===== src/rtl/acc_pkg.sv =====
// Shared types and defaults for the quad-operand accumulator.
// Holds the controller state encoding, default sizing constants and the
// helper that sizes the operand counter.
package acc_pkg;

   typedef enum logic [1:0] {
      IDLE  = 2'd0,
      ACCUM = 2'd1,
      HOLD  = 2'd2
   } acc_state_t;

   localparam int OP_W_DEF  = 4;
   localparam int N_OPS_DEF = 4;
   localparam int SUM_W_DEF = 6;

   // Counter must represent 0..N_OPS, so one bit above clog2(N_OPS).
   function automatic int cnt_w(input int n_ops);
      return $clog2(n_ops) + 1;
   endfunction

endpackage


===== src/rtl/acc_add_stage.sv =====
// Single adder of the accumulator: acc + zero-extended operand.
// The sum wraps modulo 2^SUM_W; the carry out of bit SUM_W-1 is exported
// so the optional overflow tracking can observe it.
module acc_add_stage #(
   parameter int OP_W  = 4,
   parameter int SUM_W = 6
) (
   input  logic [SUM_W-1:0] acc,
   input  logic [OP_W-1:0]  op,
   output logic [SUM_W-1:0] sum,
   output logic             carry
);

   logic [SUM_W:0] full;

   // Operand is zero-extended to SUM_W+1 bits so the top bit is the carry.
   always_comb begin
      full  = {1'b0, acc} + {{(SUM_W + 1 - OP_W){1'b0}}, op};
      sum   = full[SUM_W-1:0];
      carry = full[SUM_W];
   end

endmodule


===== src/rtl/quad_operand_accumulator.sv =====
// Sequential multi-operand accumulator.
// Collects N_OPS unsigned operands over a valid/ready input, reusing one
// registered add stage, and presents the wrapped total on a valid/ready
// output held stable under backpressure.
// Optional feature macro: ACC_OVF_EN adds the out_ovf port, a sticky flag
// recording any carry out of the accumulator within a batch.
module quad_operand_accumulator
   import acc_pkg::*;
#(
   parameter int OP_W  = OP_W_DEF,
   parameter int N_OPS = N_OPS_DEF,
   parameter int SUM_W = SUM_W_DEF
) (
   input  logic             clk,
   input  logic             rst_n,
   input  logic             in_valid,
   output logic             in_ready,
   input  logic [OP_W-1:0]  in_op,
   output logic             out_valid,
   input  logic             out_ready,
   output logic [SUM_W-1:0] out_sum
`ifdef ACC_OVF_EN
   ,
   output logic             out_ovf
`endif
);

   localparam int CNT_W = cnt_w(N_OPS);

   acc_state_t       state;
   logic [SUM_W-1:0] acc;
   logic [CNT_W-1:0] cnt;
   logic [SUM_W-1:0] add_a;
   logic [SUM_W-1:0] add_sum;
   logic             accept;
   logic             last_op;

`ifdef ACC_OVF_EN
   logic             add_carry;
   logic             ovf_flag;
`else
   logic             carry_unused;
`endif

   // Accept decode; the first operand of a batch starts from zero.
   always_comb begin
      in_ready = (state != HOLD);
      accept   = in_valid && in_ready;
      last_op  = (cnt == CNT_W'(N_OPS - 1));
      add_a    = (state == IDLE) ? '0 : acc;
   end

   acc_add_stage #(
      .OP_W  (OP_W),
      .SUM_W (SUM_W)
   ) u_add (
      .acc   (add_a),
      .op    (in_op),
      .sum   (add_sum),
`ifdef ACC_OVF_EN
      .carry (add_carry)
`else
      .carry (carry_unused)
`endif
   );

   // Batch controller: accumulate, publish result, wait for consumer.
   always_ff @(posedge clk or negedge rst_n) begin
      if (!rst_n) begin
         state     <= IDLE;
         acc       <= '0;
         cnt       <= '0;
         out_sum   <= '0;
         out_valid <= 1'b0;
`ifdef ACC_OVF_EN
         ovf_flag  <= 1'b0;
         out_ovf   <= 1'b0;
`endif
      end else begin
         case (state)
            IDLE: begin
               if (accept) begin
                  acc   <= add_sum;
                  cnt   <= CNT_W'(1);
                  state <= ACCUM;
`ifdef ACC_OVF_EN
                  ovf_flag <= add_carry;
`endif
               end
            end
            ACCUM: begin
               if (accept) begin
                  acc <= add_sum;
                  cnt <= cnt + CNT_W'(1);
`ifdef ACC_OVF_EN
                  ovf_flag <= ovf_flag | add_carry;
`endif
                  if (last_op) begin
                     out_sum   <= add_sum;
                     out_valid <= 1'b1;
                     state     <= HOLD;
`ifdef ACC_OVF_EN
                     out_ovf   <= ovf_flag | add_carry;
`endif
                  end
               end
            end
            HOLD: begin
               if (out_ready) begin
                  out_valid <= 1'b0;
                  acc       <= '0;
                  cnt       <= '0;
                  state     <= IDLE;
`ifdef ACC_OVF_EN
                  out_ovf   <= 1'b0;
`endif
               end
            end
            default: begin
               state <= IDLE;
            end
         endcase
      end
   end

endmodule


===== config.mk =====
export PLATFORM = sky130hd
export DESIGN_NAME = quad_operand_accumulator
export DESIGN_NICKNAME = d
export VERILOG_FILES = /design/src/rtl/acc_pkg.sv /design/src/rtl/acc_add_stage.sv /design/src/rtl/quad_operand_accumulator.sv
export SDC_FILE = /design/constraint.sdc
export NUM_CORES = 1
export LEC_CHECK = 0
export CORE_ASPECT_RATIO = 0.9
export CORE_MARGIN = 2
export CORE_UTILIZATION = 50
export DETAILED_ROUTE_END_ITERATION = 7
export HOLD_SLACK_MARGIN = 0.08
export PLACE_DENSITY = 0.82
export SLEW_MARGIN = 20
export SYNTH_ARGS = -nofsm -noshare
export SYNTH_HDL_FRONTEND = slang
export SYNTH_HIERARCHICAL = 1
export SYNTH_SLANG_ARGS = --single-unit

===== constraint.sdc =====
create_clock -name clk -period 5.4 [get_ports clk]
set_input_delay 1.08 -clock clk [delete_from_list [all_inputs] [get_ports clk]]
set_output_delay 1.08 -clock clk [all_outputs]
set_load 0.005 [all_outputs]

After elaboration in Yosys (flattened, before gate mapping)
Index checks and enable logic that the tools add are counted.
Widths: inputs -> output; s select.
- logic and storage cells: 44
- register bits: 18
- input bits: 8
- output and inout bits: 8
- mux-type cells: 17
- equal/unequal tests: 9
- reduce and logical (&&, ||, !) cells: 11
- add/sub/neg operators: 2
- operator list (kind ; number):
    $mux 6 ; 3
    $pmux 6 s2 ; 1
    $reduce_and 4->1 ; 3
    $ne 2x2->1 const B ; 5
    $mux 3 ; 3
    $pmux 3 s3 ; 1
    $mux 2 ; 4
    $add 6x4->6 ; 1
    $pmux 2 s3 ; 1
    $reduce_and 3->1 ; 2
    $reduce_bool 2->1 ; 2
    $add 3x1->3 const B ; 1
    $eq 3x2->1 const B ; 1
    $mux 1 ; 3
    $reduce_bool 3->1 ; 1
    $eq 2x1->1 const B ; 1
    $eq 2x2->1 const B ; 1
    $logic_not 2->1 ; 1
    $ne 2x1->1 const B ; 1
    $pmux 1 s2 ; 1
    $reduce_or 2->1 ; 1
    $logic_and 1x1->1 ; 1

Depth between registers and ports, before layout
- depth in word-level cells: 5
- gate-level depth with buffers: 12
- depth with buffers taken out: 12

Hierarchy
Netlist, hierarchy kept.
- modules (own cells, without submodules) (module ; cells each ; area an instance (um2) ; sequential area each (um2) ; instances):
    quad_operand_accumulator ; 82 ; 996.0 ; 450.4 ; 1
    acc_add_stage ; 24 ; 186.4 ; 0.0 ; 1

Worst setup path after synthesis
OpenSTA, ideal clock, no wires.
- path type: input to register
- start: input in_op[0]
- end: register acc[4]
- path buffers: 0
- stages on the path: 9
- data arrival time: 2372 ps
- data required time: 5272 ps
- path slack: 2901 ps
- setup time: 128 ps
- cells stage by stage: ha_1 -> inv_1 -> fa_1 -> nor2b_1 -> o21ai_1 -> nand2b_1 -> xor2_1 -> nor2b_1 -> mux2_1
- word-level cells in the longest chain between the ends: 3
- RTL lines (item ; RTL line ; RTL):
    from (decl) ; quad_operand_accumulator.sv:18 ; input logic [OP_W-1:0] in_op,
    $add 6x4->6 ; acc_add_stage.sv:18 ; full = {1'b0, acc} + {{(SUM_W + 1 - OP_W){1'b0}}, op};
    named net add_sum[4] ; quad_operand_accumulator.sv:34 ; logic [SUM_W-1:0] add_sum;
    $mux 6 ; quad_operand_accumulator.sv:82, quad_operand_accumulator.sv:92 ;
    $pmux 6 s2 ; quad_operand_accumulator.sv:80 ; case (state)
    to (signal assigned) ; quad_operand_accumulator.sv:83 ; acc <= add_sum;
    to (signal assigned) ; quad_operand_accumulator.sv:93 ; acc <= add_sum;
    to (decl) ; quad_operand_accumulator.sv:31 ; logic [SUM_W-1:0] acc;
The timed path passes the listed nets, and every way through them passes these cells. The select of a mux whose other input is x is not followed.
A chain may end at the register's enable or synchronous reset.

Worst setup path in the final report
- start: register state[0]
- end: output in_ready
- word-level cells in the longest chain between the ends: 1
- RTL lines (item ; RTL line ; RTL):
    from (decl) ; quad_operand_accumulator.sv:30 ; acc_state_t state;
    from (signal assigned) ; quad_operand_accumulator.sv:70 ; state <= IDLE;
    from (signal assigned) ; quad_operand_accumulator.sv:85 ; state <= ACCUM;
    from (signal assigned) ; quad_operand_accumulator.sv:101 ; state <= HOLD;
    $ne 2x2->1 ; quad_operand_accumulator.sv:47 ; in_ready = (state != HOLD);
    to (decl) ; quad_operand_accumulator.sv:17 ; output logic in_ready,
No other way between the ends.

==> results.md <==
* Outcome: complete, no violations
* Layout area overhead at 18.7%
* Final hold slack at 0.495 ns
* Combinational Power Share at a little under 60%
* Hold_buf cts at 0
* Startpoint Class: flip-flop
* Psw at ~0.0003 W
* Crit. End Element: output port
* Die H at 50.0 um
* Crit-path max cell delay at ~0.5 ns
* CTS Buf Count at 3
* Antenna diodes at 0
* Max-cap violation count at 0
* Post-Syn Area at 0.00118 mm2
* Slowest CP cell: clkdlybuf4s50_1
* CP Buf/Inv Count at 3
* P_int at 0.000487 W
* WL met1 at 987 um
* Setup TNS Final at 0 ns
* Remaining global-route overflow at 0
* Clk_lat worst skew at 0.30 ns
* Sequential power share at between 20 and 30%
* Largest net degree at the start of global routing at 19
* Core area at approximately 0.0022 mm2
* DRC viols at 0
* Fin crit share at 52.0%
* Post-DP HPWL at between 1.5 and 2 mm
* RSZ-0062 raised after global routing: no
* Total GRT Usage at between 10% and 20%
* WL met2 at approximately 1.1 mm
* Slew @ Worst Pin at 0.803 ns
* Yosys warns at 6
* CTS root buf: clkbuf_4
* Switching Share at 37.9%
* Max VDD drop at ~0.36 mV
* Setup CP Type: reg2out
* Final Critical Period at 2.81 ns
* IO Port Bufs at 15
* Routed len/inst at 14.9 um
* Placed Instances at 147
* Max Clk Rate at 356 MHz
* Most common cell after layout, fill and taps aside: dfrtp_1
* Initial Util at 53.4%
* Most common cell on crit path: inv_1
* Final hold violations at 0
* Cells after synthesis at 105
* Pwr/cell area at 561 mW/mm2
* Die area at roughly 0.0028 mm2
* Final wirelength at 2.25 mm
* Clock skew at ~0.00089 ns
* Top Ports at 16
* CTS clk-pin slew, worst paths at 0.10 ns
* TritonCTS clock tree: yes
* Syn_area_per_cell at 11.2 um2
* Syn Nets at 126
* Clk sinks at 18
* Met3 wire len at 115 um
* Clock Power Share at 10.7%
* Post-DRT Antenna Nets at 0
* Row count at 16
* Commonest cells after routing, fill and taps aside: dfrtp_1, clkdlybuf4s50_1, ha_1, mux2_1, inv_1
* Slew headroom at 46.3%
* Avg Vias per Cell at 5.56
* Worst min-delay path class: reg2reg
* Static leakage at 0.667 nW
* Kind of cell adding the most delay to the critical path: buffers and inverters
* Count of final setup violators at 0
* Max Root-Sink Buffers at 2
* WP data arrival at 1.73 ns
* Share of cells above drive strength 1 at 8.87%
* Vias at 840
* Crit-path max FO at 6
* Initial antenna violation count at 0
* Total Nets Final at between 100 and 150
* Die width at 55.1 um
* Crit path cell chain: inv_1 -> ha_1 -> inv_1 -> clkdlybuf4s50_1
* Final Non-Filler Cells at 151
* Final Wtd Congestion at 0.902
* Worst setup margin at 2.59 ns
* Uppermost layer routed: met4
* First drt pass iteration count at 4
* Number of violations reported at the end of detailed-routing iteration 0 at 17
* WP data required at around 4.3 ns
* Dpl ws at about 2.3 ns
* H-tree lvl count at 1
* Post-cts sizing count at 0
* Vias in the first global route at 813
* Postcts setup bufs at 0
* First-pass GRT wire length at 3.76 mm
* Max Slew Vio Count at 0
==> path summary, 6_finish.rpt <==
check	startpoint	to	slack, ns	cells after the start
min in group asynchronous	rst_n	out_sum[2]$_DFFE_PN0P_	1.23	1
setup reg to reg	state[0]$_DFFE_PN0P_	acc[4]$_DFFE_PN0P_	2.74	12
setup / recovery	state[0]$_DFFE_PN0P_	in_ready	2.59	4
hold / removal	acc[2]$_DFFE_PN0P_	acc[2]$_DFFE_PN0P_	0.49	1
hold reg to reg	acc[2]$_DFFE_PN0P_	acc[2]$_DFFE_PN0P_	0.49	1
max in group asynchronous	rst_n	cnt[0]$_DFFE_PN0P_	3.67	1
==> power groups by stage <==
stage | clock (W) | sequential (W) | combinational [W]
after global routing | 0.0000934 | 0.000241 | 0.000522
after global placement | 0 | 0.000232 | 0.000446
after CTS | 0.0000878 | 0.000233 | 0.000469
final | 0.0000837 | 0.000233 | 0.000466
after detailed placement | 0 | 0.000236 | 0.000464
after floorplan | 0 | 0.000229 | 0.000335
==> state kept, by name, indices dropped and copies added, names as in the netlist <==
name       count
acc            6
cnt            3
out_sum        6
out_valid      1
state          2
==> routing by layer <==
layer	GRT usage, %	vias to the layer above
met5	0	-
met1	25.1	407
met3	6.36	5
met2	31.2	29
met4	7.32	0
li1	-	399
==> layout make-up <==
cell class              instances  area, um2
inverters                      10       37.5
flip-flops and latches         18        450
repair buffers                 15        150
clock buffers                   4       36.3
multi-input cells              77        688
fillers                       185        806
well taps                      27       33.8
==> through the flow <==
stage,instance area (um2),power [W],util [%]
final,1400,0.000783,63.4
after global placement,1360,0.000679,61.8
after floorplan,1180,0.000564,-
after detailed placement,1360,0.000700,61.8
after CTS,1400,0.000790,63.4
after global routing,1400,0.000857,63.4
==> worst reg2reg max path: stages (launching register included) <==
cell	delay (ns)
dfrtp_1	0.47
inv_1	0.12
ha_1	0.32
and2b_1	0.24
ha_1	0.17
inv_1	0.05
fa_1	0.39
nor2b_1	0.14
o21ai_1	0.07
nand2b_1	0.09
xor2_1	0.08
nor2b_1	0.13
mux2_1	0.30
(Power assumes the default switching activity.)
